**src/rtl/shift_seq_ctrl_if.sv**
```systemverilog
// Request/response bundle for the sequential shifter.
// master drives start/op/A/B and receives busy/done/res; slave is the reverse.
// Signals: start (request strobe), op (shift select), A (operand),
// B (instruction word, amount in B[10:6]), busy, done (result-valid pulse), res.
interface shift_seq_ctrl_if #(
    parameter int DW = 32
);
    logic          start;
    logic [1:0]    op;
    logic [DW-1:0] A;
    logic [DW-1:0] B;
    logic          busy;
    logic          done;
    logic [DW-1:0] res;

    modport master (
        output start, op, A, B,
        input  busy, done, res
    );

    modport slave (
        input  start, op, A, B,
        output busy, done, res
    );
endinterface

```
**src/rtl/shift_seq_ctrl.sv**
```systemverilog
// Purpose: multi-cycle barrel-less shifter (SLL/SRL/SRA) stepping the operand one bit per cycle.
// Latency: start sampled at edge t -> done pulse after edge t+s+1 (s = B[10:6]); s=0 gives t+1.
// Backpressure: start is ignored while busy=1; accepted in idle and in the done-pending cycle.
//
// Ports: clk (rising-edge clock), rst (synchronous active-high reset),
//        bus (shift_seq_ctrl_if.slave: start, op, A, B in; busy, done, res out).
// Optional feature: define SHIFT_SEQ_FAST4_EN to shift by 4 per cycle while cnt>=4
// (latency floor(s/4)+(s mod 4)+1); results are identical in both builds.
module shift_seq_ctrl #(
    parameter int DW  = 32,
    parameter int SAW = 5
) (
    input  logic            clk,
    input  logic            rst,
    shift_seq_ctrl_if.slave bus
);
    typedef enum logic [1:0] {
        IDLE  = 2'd0,
        SHIFT = 2'd1,
        DONE  = 2'd2
    } state_t;

    state_t         state;
    logic [DW-1:0]  wreg;
    logic [SAW-1:0] cnt;
    logic [1:0]     op_q;
    logic           busy_q;
    logic           done_q;
    logic [DW-1:0]  res_q;

    logic [SAW-1:0] amt;
    logic [SAW-1:0] step;
    logic [SAW-1:0] cnt_nxt;

    // Only the shift-amount field of the instruction word is used.
    assign amt = bus.B[6 +: SAW];

    logic unused_b;
    assign unused_b = ^{bus.B[DW-1:6+SAW], bus.B[5:0]};

    always_comb begin
        step = SAW'(1);
`ifdef SHIFT_SEQ_FAST4_EN
        if (cnt >= SAW'(4)) begin
            step = SAW'(4);
        end
`endif
        cnt_nxt = cnt - step;
    end

    function automatic logic [DW-1:0] shift_by(input logic [DW-1:0]  v,
                                               input logic [1:0]     o,
                                               input logic [SAW-1:0] n);
        case (o)
            2'b00:   shift_by = v << n;
            2'b10:   shift_by = $unsigned($signed(v) >>> n);
            default: shift_by = v >> n;   // SRL, and the reserved encoding behaves as SRL
        endcase
    endfunction

    // DONE is the cycle in which the working register holds the final value.
    // res/done are registered out of DONE, so they appear one cycle later,
    // which yields the s+1 cycle latency and keeps res stable across the
    // done pulse even when a back-to-back request is taken in DONE.
    always_ff @(posedge clk) begin
        if (rst) begin
            state  <= IDLE;
            wreg   <= '0;
            cnt    <= '0;
            op_q   <= '0;
            busy_q <= 1'b0;
            done_q <= 1'b0;
            res_q  <= '0;
        end else begin
            done_q <= 1'b0;
            case (state)
                SHIFT: begin
                    // Requests arriving here are dropped without touching state.
                    wreg <= shift_by(wreg, op_q, step);
                    cnt  <= cnt_nxt;
                    if (cnt_nxt == '0) begin
                        state  <= DONE;
                        busy_q <= 1'b0;
                    end
                end
                default: begin
                    if (state == DONE) begin
                        res_q  <= wreg;
                        done_q <= 1'b1;
                    end
                    if (bus.start) begin
                        wreg <= bus.A;
                        op_q <= bus.op;
                        cnt  <= amt;
                        if (amt != '0) begin
                            state  <= SHIFT;
                            busy_q <= 1'b1;
                        end else begin
                            state <= DONE;
                        end
                    end else begin
                        state <= IDLE;
                    end
                end
            endcase
        end
    end

    assign bus.busy = busy_q;
    assign bus.done = done_q;
    assign bus.res  = res_q;
endmodule

```
**src/flat_wrapper.sv**
```systemverilog
// flat-port wrapper written by rule: the top's interface ports become plain ports
module shift_seq_ctrl_flat 
#(
    parameter int DW  = 32,
    parameter int SAW = 5
)
  (clk, rst, bus_start, bus_op, bus_A, bus_B, bus_busy, bus_done, bus_res);
  shift_seq_ctrl_if #(.DW(DW)) bus_i ();
  input  logic clk;
  input  logic rst;
  input wire logic [$bits(bus_i.start)-1:0] bus_start;
  input wire logic [$bits(bus_i.op)-1:0] bus_op;
  input wire logic [$bits(bus_i.A)-1:0] bus_A;
  input wire logic [$bits(bus_i.B)-1:0] bus_B;
  output wire logic [$bits(bus_i.busy)-1:0] bus_busy;
  output wire logic [$bits(bus_i.done)-1:0] bus_done;
  output wire logic [$bits(bus_i.res)-1:0] bus_res;
  assign bus_i.start = bus_start;
  assign bus_i.op = bus_op;
  assign bus_i.A = bus_A;
  assign bus_i.B = bus_B;
  assign bus_busy = bus_i.busy;
  assign bus_done = bus_i.done;
  assign bus_res = bus_i.res;
  shift_seq_ctrl #(.DW(DW), .SAW(SAW)) u_core (.clk(clk), .rst(rst), .bus(bus_i));
endmodule
```
**config.mk**
```make
export PLATFORM = sky130hd
export DESIGN_NAME = shift_seq_ctrl_flat
export DESIGN_NICKNAME = d
export VERILOG_FILES = /design/src/rtl/shift_seq_ctrl_if.sv /design/src/rtl/shift_seq_ctrl.sv /design/src/flat_wrapper.sv
export SDC_FILE = /design/constraint.sdc
export NUM_CORES = 1
export LEC_CHECK = 0
export ABC_CLOCK_PERIOD_IN_PS = 4800
export CAP_MARGIN = 10
export CORE_MARGIN = 3
export CORE_UTILIZATION = 40
export CTS_CLUSTER_SIZE = 25
export DETAILED_ROUTE_END_ITERATION = 10
export PLACE_DENSITY = 0.66
export SLEW_MARGIN = 20
export SYNTH_ARGS = -nofsm -noshare
export SYNTH_HDL_FRONTEND = slang
export SYNTH_SLANG_ARGS = --single-unit
```
**constraint.sdc**
```tcl
create_clock -name clk -period 4.8 [get_ports clk]
set_clock_uncertainty 0.15 [all_clocks]
set_input_delay 0.96 -clock clk [delete_from_list [all_inputs] [get_ports clk]]
set_output_delay 0.96 -clock clk [all_outputs]
set_load 0.02 [all_outputs]
```
---- After elaboration in Yosys (flattened, before gate mapping) ----
Cells that the tools add are included.
W data, S select, Z words.
word-level totals
  register bits ........................... 75
  input port bits ......................... 69
  logic and storage cells ................. 39
cells by class
  $add $sub $neg .......................... 1
  equality and inequality tests ........... 5
  muxes and demuxes ....................... 14
  bitwise gates (word level) .............. 1
  reduce and logical (&&, ||, !) cells .... 10
operator list
  kind                   number
  $mux W32               2
  $pmux W32 S2           1
  $mux W5                2
  $mux W2                4
  $reduce_and A2 Y1      3
  $logic_not A5 Y1       1
  $mux W1                5
  $reduce_bool A5 Y1     1
  $sub A5 B1 Y5 const B  1
  $eq A2 B2 Y1 const B   2
  $reduce_bool A2 Y1     2
  $reduce_and A3 Y1      1
  $eq A2 B1 Y1 const B   1
  $logic_not A2 Y1       1
  $ne A2 B1 Y1 const B   1
  $ne A2 B2 Y1 const B   1
  $reduce_or A2 Y1       1
  $not A1 Y1             1

---- Longest topological paths before layout ----
Gate-level depths: netlist of run 1.
  depth after elaboration ................. 4
  depth in mapped cells ................... 6
  gate-level depth less buffers ........... 5

---- Least setup slack after synthesis of run 1 ----
No wires, ideal clock.
  path kind ............................... input-to-reg
  start point ............................. input bus_B[8]
  end point ............................... register u_core.busy_q (netlist: u_core.bus.busy)
  arrival ................................. 1.756 ns
  required time ........................... 4.522 ns
  path slack .............................. 2.765 ns
  stages on the path ...................... 4
  cells stage by stage .................... or4_4 -> nor2_2 -> or3_4 -> o211ai_2
on the way
  longest elaborated chain between the ends .. 3
ends and longest elaborated chain
  element                       RTL line              text
  start: declaration            flat_wrapper.sv:14    input wire logic [$bits(bus_i.B)-1:0] bus_B;
  $reduce_bool A5 Y1            shift_seq_ctrl.sv:95  if (amt != '0) begin
  $reduce_bool A2 Y1 (no line)  --
  $reduce_and A3 Y1 (no line)   --
  end signal: assignment        shift_seq_ctrl.sv:71  busy_q <= 1'b0;
  end signal: assignment        shift_seq_ctrl.sv:83  busy_q <= 1'b0;
  end signal: assignment        shift_seq_ctrl.sv:97  busy_q <= 1'b1;
  end: declaration              shift_seq_ctrl.sv:27  logic busy_q;
No other way between the ends.
A chain may end at the register's enable or synchronous reset.

---- Worst setup path in the final report of run 1 ----
  start point ............................. input bus_start
  end point ............................... register u_core.state[0]
on the way
  longest elaborated chain between the ends .. 2
ends and longest elaborated chain
  element                 RTL line              text
  start: declaration      flat_wrapper.sv:11    input wire logic [$bits(bus_i.start)-1:0] bus_start;
  $mux W2                 shift_seq_ctrl.sv:91  if (bus.start) begin
  $mux W2                 shift_seq_ctrl.sv:76  case (state)
  end signal: assignment  shift_seq_ctrl.sv:82  state <= DONE;
  end signal: assignment  shift_seq_ctrl.sv:96  state <= SHIFT;
  end signal: assignment  shift_seq_ctrl.sv:99  state <= DONE;
  end: declaration        shift_seq_ctrl.sv:23  state_t state;
No other way between the ends.

==> flow_summary.ini, run 1 <==
[run_status]
status = completed

[clock_tree]
clkLatencyLatePin_ps = 340
cts_hold_buf = 0
path_clk_slew_ps = 70
post_cts_resized = 0
cts.sinks = 75
htree_levels = 3
cts_root_buffer = clkbuf_8
cts_buffer_depth = 2
cts_tree = yes
cts_setup_buffers = 0
numCtsBuffers = 9

[grt]
antenna_found_initial = 0
grt_pass1_wl_um = 14120
grtUsageTotal = 0.1707
grt_max_degree = 42
grt_pass1_vias = 2934
grt-ovfl-total = 0

[route]
avgViaCountPerCell = 5.444
dr.first_iter.drc_count = 119
ant_nets = 0
wl_per_cell_um = 14.72
num_vias = 3223
wl_um = 8716
drc = 0
drt-pass1-iter-count = 4

[logic_synthesis]
netlist_area_sq_um = 3657
synth_adder_area_share = 0.006842
ys_types = 36
avgSynthCellArea_sq_um = 8.525
yosysTopAreaCellShare = 0.4105
netlist_instances = 429
ys_ff_latch = 75
ys_top_cells_by_area = dfxtp_1 (41%), nand2_1 (10%), a311oi_2 (6.6%), a211oi_1 (6.0%), nor2b_1 (5.6%)
synth-edff-count = 0
yosys.area.top_type = dfxtp_1
synth-simple-area-share = 0.2083
syn-num-nets = 500
synthArstFlopShare = 0
synth_compound_area_frac = 0.2908
ys.warnings.count = 0
synth_xor_area_frac = 0.004790
muxShareOfSynthArea = 0.002737
ys_seq_area_frac = 0.4105
synth_ff_type = dfxtp_1
synth_top_family_by_area = compound AO/OA/AOI/OAI gates

[placed_design]
port_buffers = 75
hpwl_um = 5564
routabilityCongestion = 0.7694

[timing]
worst_pin_slew_ps = 815.8
clock.fmax_mhz = 405.5
finalSetupViolations = 0
relSlewSlack = 0.4550
tns_ps = 0
min_period_ps = 2466
period_share = 0.5138
hold_viol = 0
final-max-slew-violation-count = 0
rsz0062_at_grt = no

[floorplan]
die_w_um = 101.6
core_area_sq_um = 8806
die_area_sq_um = 10330
initial_core_util = 0.4153
num_io_pins = 103
rows = 34
die_y_um = 101.6

[layout]
drive_above_1_share = 0.1136
area_delta_synth_final_pct = 26.27
multi_input_area_sq_um = 1888
final_common_cell = nand2_1
antennaDiodeCount = 0
fin_util = 0.5244
regArea_sq_um = 1501
nets = 551
fill_cells = 857
mostFrequentLayoutCells = nand2_1 (99), dfxtp_1 (75), clkdlybuf4s50_1 (73)

[job]
drv_cap = 0

[critical_path]
crit_type = input port to register
slowest_delay_ps = 540
end_kind = register
crit_chain = buf_2 -> buf_4 -> nand2_4 -> or3_4 -> o31ai_2
crit_fanout = 40
arrival_ps = 2570
startpoint_type = input port
critPathSlowestCell = buf_2
required_ps = 4900

[power_and_ir_drop]
leakage_nw = 1.499
powerDensity_nw_per_um2 = 363.5
ir_drop_uv = 152.3

[hold_path]
hold_path.class = register to register
-- registers in the layout, summed over array words and instances, names as in the netlist --
register / flops
u_core.bus.res: 32
u_core.op_q: 2
u_core.bus.done: 1
u_core.cnt: 5
u_core.bus.busy: 1
u_core.state: 2
u_core.wreg: 32
-- critical path: cells and delay by family --
family | cells | cell delay (ps)
AO/OA/AOI/OAI | 1 | 60
buffers and inverters | 2 | 1000
AND/OR/NAND/NOR | 2 | 510
-- cells by family (layout without fill, tap and decap cells) --
group                    Yosys count  in the layout
multiplexers                       1              1
XOR/XNOR                           2              2
AO/OA/AOI/OAI                    143            143
adder cells (fa/ha/maj)            2              2
flip-flops                        75             75
buffers and inverters             47            102
AND/OR/NAND/NOR                  159            159
-- per-layer routing --
| metal | up-vias | track usage | part of all wire |
|---|---|---|---|
| met5 | - | 0 | 0 |
| met4 | 0 | 0.06442 | 0.012 |
| met3 | 8 | 0.02893 | 0.055 |
| met2 | 101 | 0.2611 | 0.45 |
| met1 | 1495 | 0.2408 | 0.48 |
| li1 | 1619 | - | - |
-- synthesized netlist by cell type, types with 6 or more instances --
library cell   n
a21oi_1       36
nor2_1         9
a311oi_1      15
o21ai_0       33
a211oi_1      29
buf_2         15
clkbuf_1      12
nand2_1       99
nor2b_1       33
buf_6          8
a311oi_2      16
dfxtp_1       75
buf_4          6
-- path summary, 6_finish.rpt --
path                     startpoint                end  slack [ps]  cells past startpoint
setup reg to reg    u_core.state[0]      u_core.cnt[2]        2490                      5
hold / removal    u_core.bus.res[7]  u_core.bus.res[7]         300                      2
hold reg to reg   u_core.bus.res[7]  u_core.bus.res[7]         300                      2
setup / recovery          bus_start    u_core.state[0]        2330                      5
-- metrics by stage --
stage          hold WS [ps]  worst slack [ps]  total power (W)  cell area (sq um)  std cells
3_5_place_dp          299.6              1995         0.001010               4340        577
6_report              304.5              2334         0.001679               4618        592
2_1_floorplan         291.6              2765        0.0009420               3657        429
5_1_grt               325.0              2227         0.001754               4618        592
4_1_cts               310.2              2349         0.001692               4618        592
3_3_place_gp          292.2              2017         0.001002               4340        577
-- area by class of cell --
type / instances / area share
Inverter: 4 / 0.003251
Clock inverter: 5 / 0.03251
Multi-Input combinational cell: 307 / 0.4088
Tap cell: 108 / 0.02926
Timing Repair Buffer: 83 / 0.1734
Sequential cell: 75 / 0.3251
Clock buffer: 10 / 0.02763
-- report_power, final --
| group | switching [W] | internal, W |
|---|---|---|
| Clock | 0.000235 | 0.000448 |
| Sequential | 0.0000467 | 0.000668 |
| Combinational | 0.000151 | 0.000129 |
| Total | 0.000433 | 0.00125 |
Power figures use the tool's default switching activity.
==> run 2: changes to the inputs <==
ABC_CLOCK_PERIOD_IN_PS = 2100   (was 4800)
PLACE_DENSITY = 0.68   (was 0.66)
clock period = 2.1 ns   (was 4.8 ns; I/O delays follow)
==> flow_summary.ini, run 2 (synthesis gave the netlist of run 1 again) <==
[run_status]
status = completed

[clock_tree]
clkLatencyLatePin_ps = 340
cts.sinks = 75
cts_root_buffer = clkbuf_8
path_clk_slew_ps = 70
cts_setup_buffers = 0
cts_tree = yes
numCtsBuffers = 9
cts_hold_buf = 0
post_cts_resized = 0
cts_buffer_depth = 2
htree_levels = 3

[floorplan]
core_area_sq_um = 8806
num_io_pins = 103
initial_core_util = 0.4153
rows = 34
die_y_um = 101.6
die_area_sq_um = 10330
die_w_um = 101.6

[critical_path]
startpoint_type = register
crit_type = register to output pin
crit_chain = clkdlybuf4s50_1
rrSetupSlack_ps = 390
critPathSlowestCell = clkdlybuf4s50_1
r2r_cells = 5
critical-path-top-delay-family = buffers and inverters
r2r-end = u_core.cnt[2]
arrival_ps = 1310
crit_start = u_core.bus.res[29]
required_ps = 1530
r2r-start = u_core.state[0]
end_kind = output pin
crit_fanout = 2
slowest_delay_ps = 630
crit_buf_inv = 1

[placed_design]
routabilityCongestion = 0.7801
hpwl_um = 5736
port_buffers = 75

[route]
drc = 0
wl_um = 8581
avgViaCountPerCell = 5.361
dr.first_iter.drc_count = 144
wl_per_cell_um = 14.35
ant_nets = 0
drt-pass1-iter-count = 4
num_vias = 3206

[timing]
period_share = 0.8943
rsz0062_at_grt = no
relSlewSlack = 0.6696
whs_ps = 304.3
worst_pin_slew_ps = 495.6
tns_ps = 0
hold_viol = 0
finalSetupViolations = 0
min_period_ps = 1878
final-max-slew-violation-count = 0
clock.fmax_mhz = 532.5

[power_and_ir_drop]
ir_drop_uv = 333.4
powerDensity_nw_per_um2 = 727.5
leakage_nw = 1.509

[grt]
grt_pass1_wl_um = 14170
grt-ovfl-total = 0
grt_max_degree = 74
antenna_found_initial = 0
grt_pass1_vias = 3072
grtUsageTotal = 0.1686

[layout]
final_common_cell = nand2_1
antennaDiodeCount = 0
mostFrequentLayoutCells = nand2_1 (99), dfxtp_1 (75), clkdlybuf4s50_1 (73)
area_delta_synth_final_pct = 26.45
drive_above_1_share = 0.1245
nets = 558
fill_cells = 866

[hold_path]
hold_start = u_core.bus.res[3]
whs_path_depth = 2
hold_end = u_core.bus.res[3]
hold_path.class = register to register

[job]
drv_cap = 0
-- run 2: cell count changes in the layout (fill, tap and decap cells not counted) --
cell,previous run,this run
buf_12,0,4
bufinv_16,5,1
buf_4,8,11
clkinv_2,0,2
clkbuf_8,9,10
-- run 2: worst max-delay path by stage --
stage	end	slack [ps]	cells past startpoint
3_5_place_dp	u_core.bus.busy	100	5
4_1_cts	bus_res[29]	200	1
3_3_place_gp	u_core.bus.busy	130	5
6_report	bus_res[29]	220	1
5_1_grt	bus_res[25]	150	1
2_1_floorplan	u_core.bus.busy	560	5
-- run 2: power by group --
group | internal (W) | total [W] | switching, W
Clock | 0.000565 | 0.00106 | 0.000490
Combinational | 0.000322 | 0.000684 | 0.000362
Sequential | 0.00153 | 0.00163 | 0.0000971
-- run 2: cell type report --
type / count / area [sq um] / share of cell area
Multi-Input combinational cell: 307 / 1888 / 0.4083
Sequential cell: 75 / 1501 / 0.3247
Timing Repair Buffer: 90 / 903.4 / 0.1953
Clock buffer: 11 / 141.4 / 0.03057
Tap cell: 108 / 135.1 / 0.02922
Clock inverter: 3 / 40.04 / 0.008658
Inverter: 4 / 15.01 / 0.003247
-- run 2: per-stage QoR --
step | instance area, sq um | util | setup slack (ps) | instances | total power (W)
2_1_floorplan | 3657 | - | 555.6 | 429 | 0.002153
3_3_place_gp | 4443 | 0.5045 | 134.4 | 584 | 0.002323
3_5_place_dp | 4443 | 0.5045 | 103.1 | 584 | 0.002341
4_1_cts | 4624 | 0.5251 | 195.1 | 598 | 0.003411
5_1_grt | 4624 | 0.5251 | 152.8 | 598 | 0.003542
6_report | 4624 | 0.5251 | 222.0 | 598 | 0.003364
-- run 2: layer usage --
metal | up-vias | routed length (um) | GRT usage
met5 | - | 0 | 0
met4 | 0 | 20 | 0.03170
met3 | 4 | 427 | 0.04821
met2 | 74 | 4043 | 0.2897
met1 | 1503 | 4090 | 0.2123
li1 | 1625 | - | -
-- run 2: worst register-to-register path: cells and delay by family (launching register included) --
family / cells / cell delay (ps)
compound gates: 2 / 320
buf+inv: 1 / 290
flops: 1 / 400
simple gates: 2 / 400
==> run 3: changes to the inputs <==
CTS_CLUSTER_SIZE = 24   (was 25)
HOLD_SLACK_MARGIN = 0.12   (was not set)
==> results of run 3 <==
No change in the layout: final DEF, timing and power equal those of run 2.
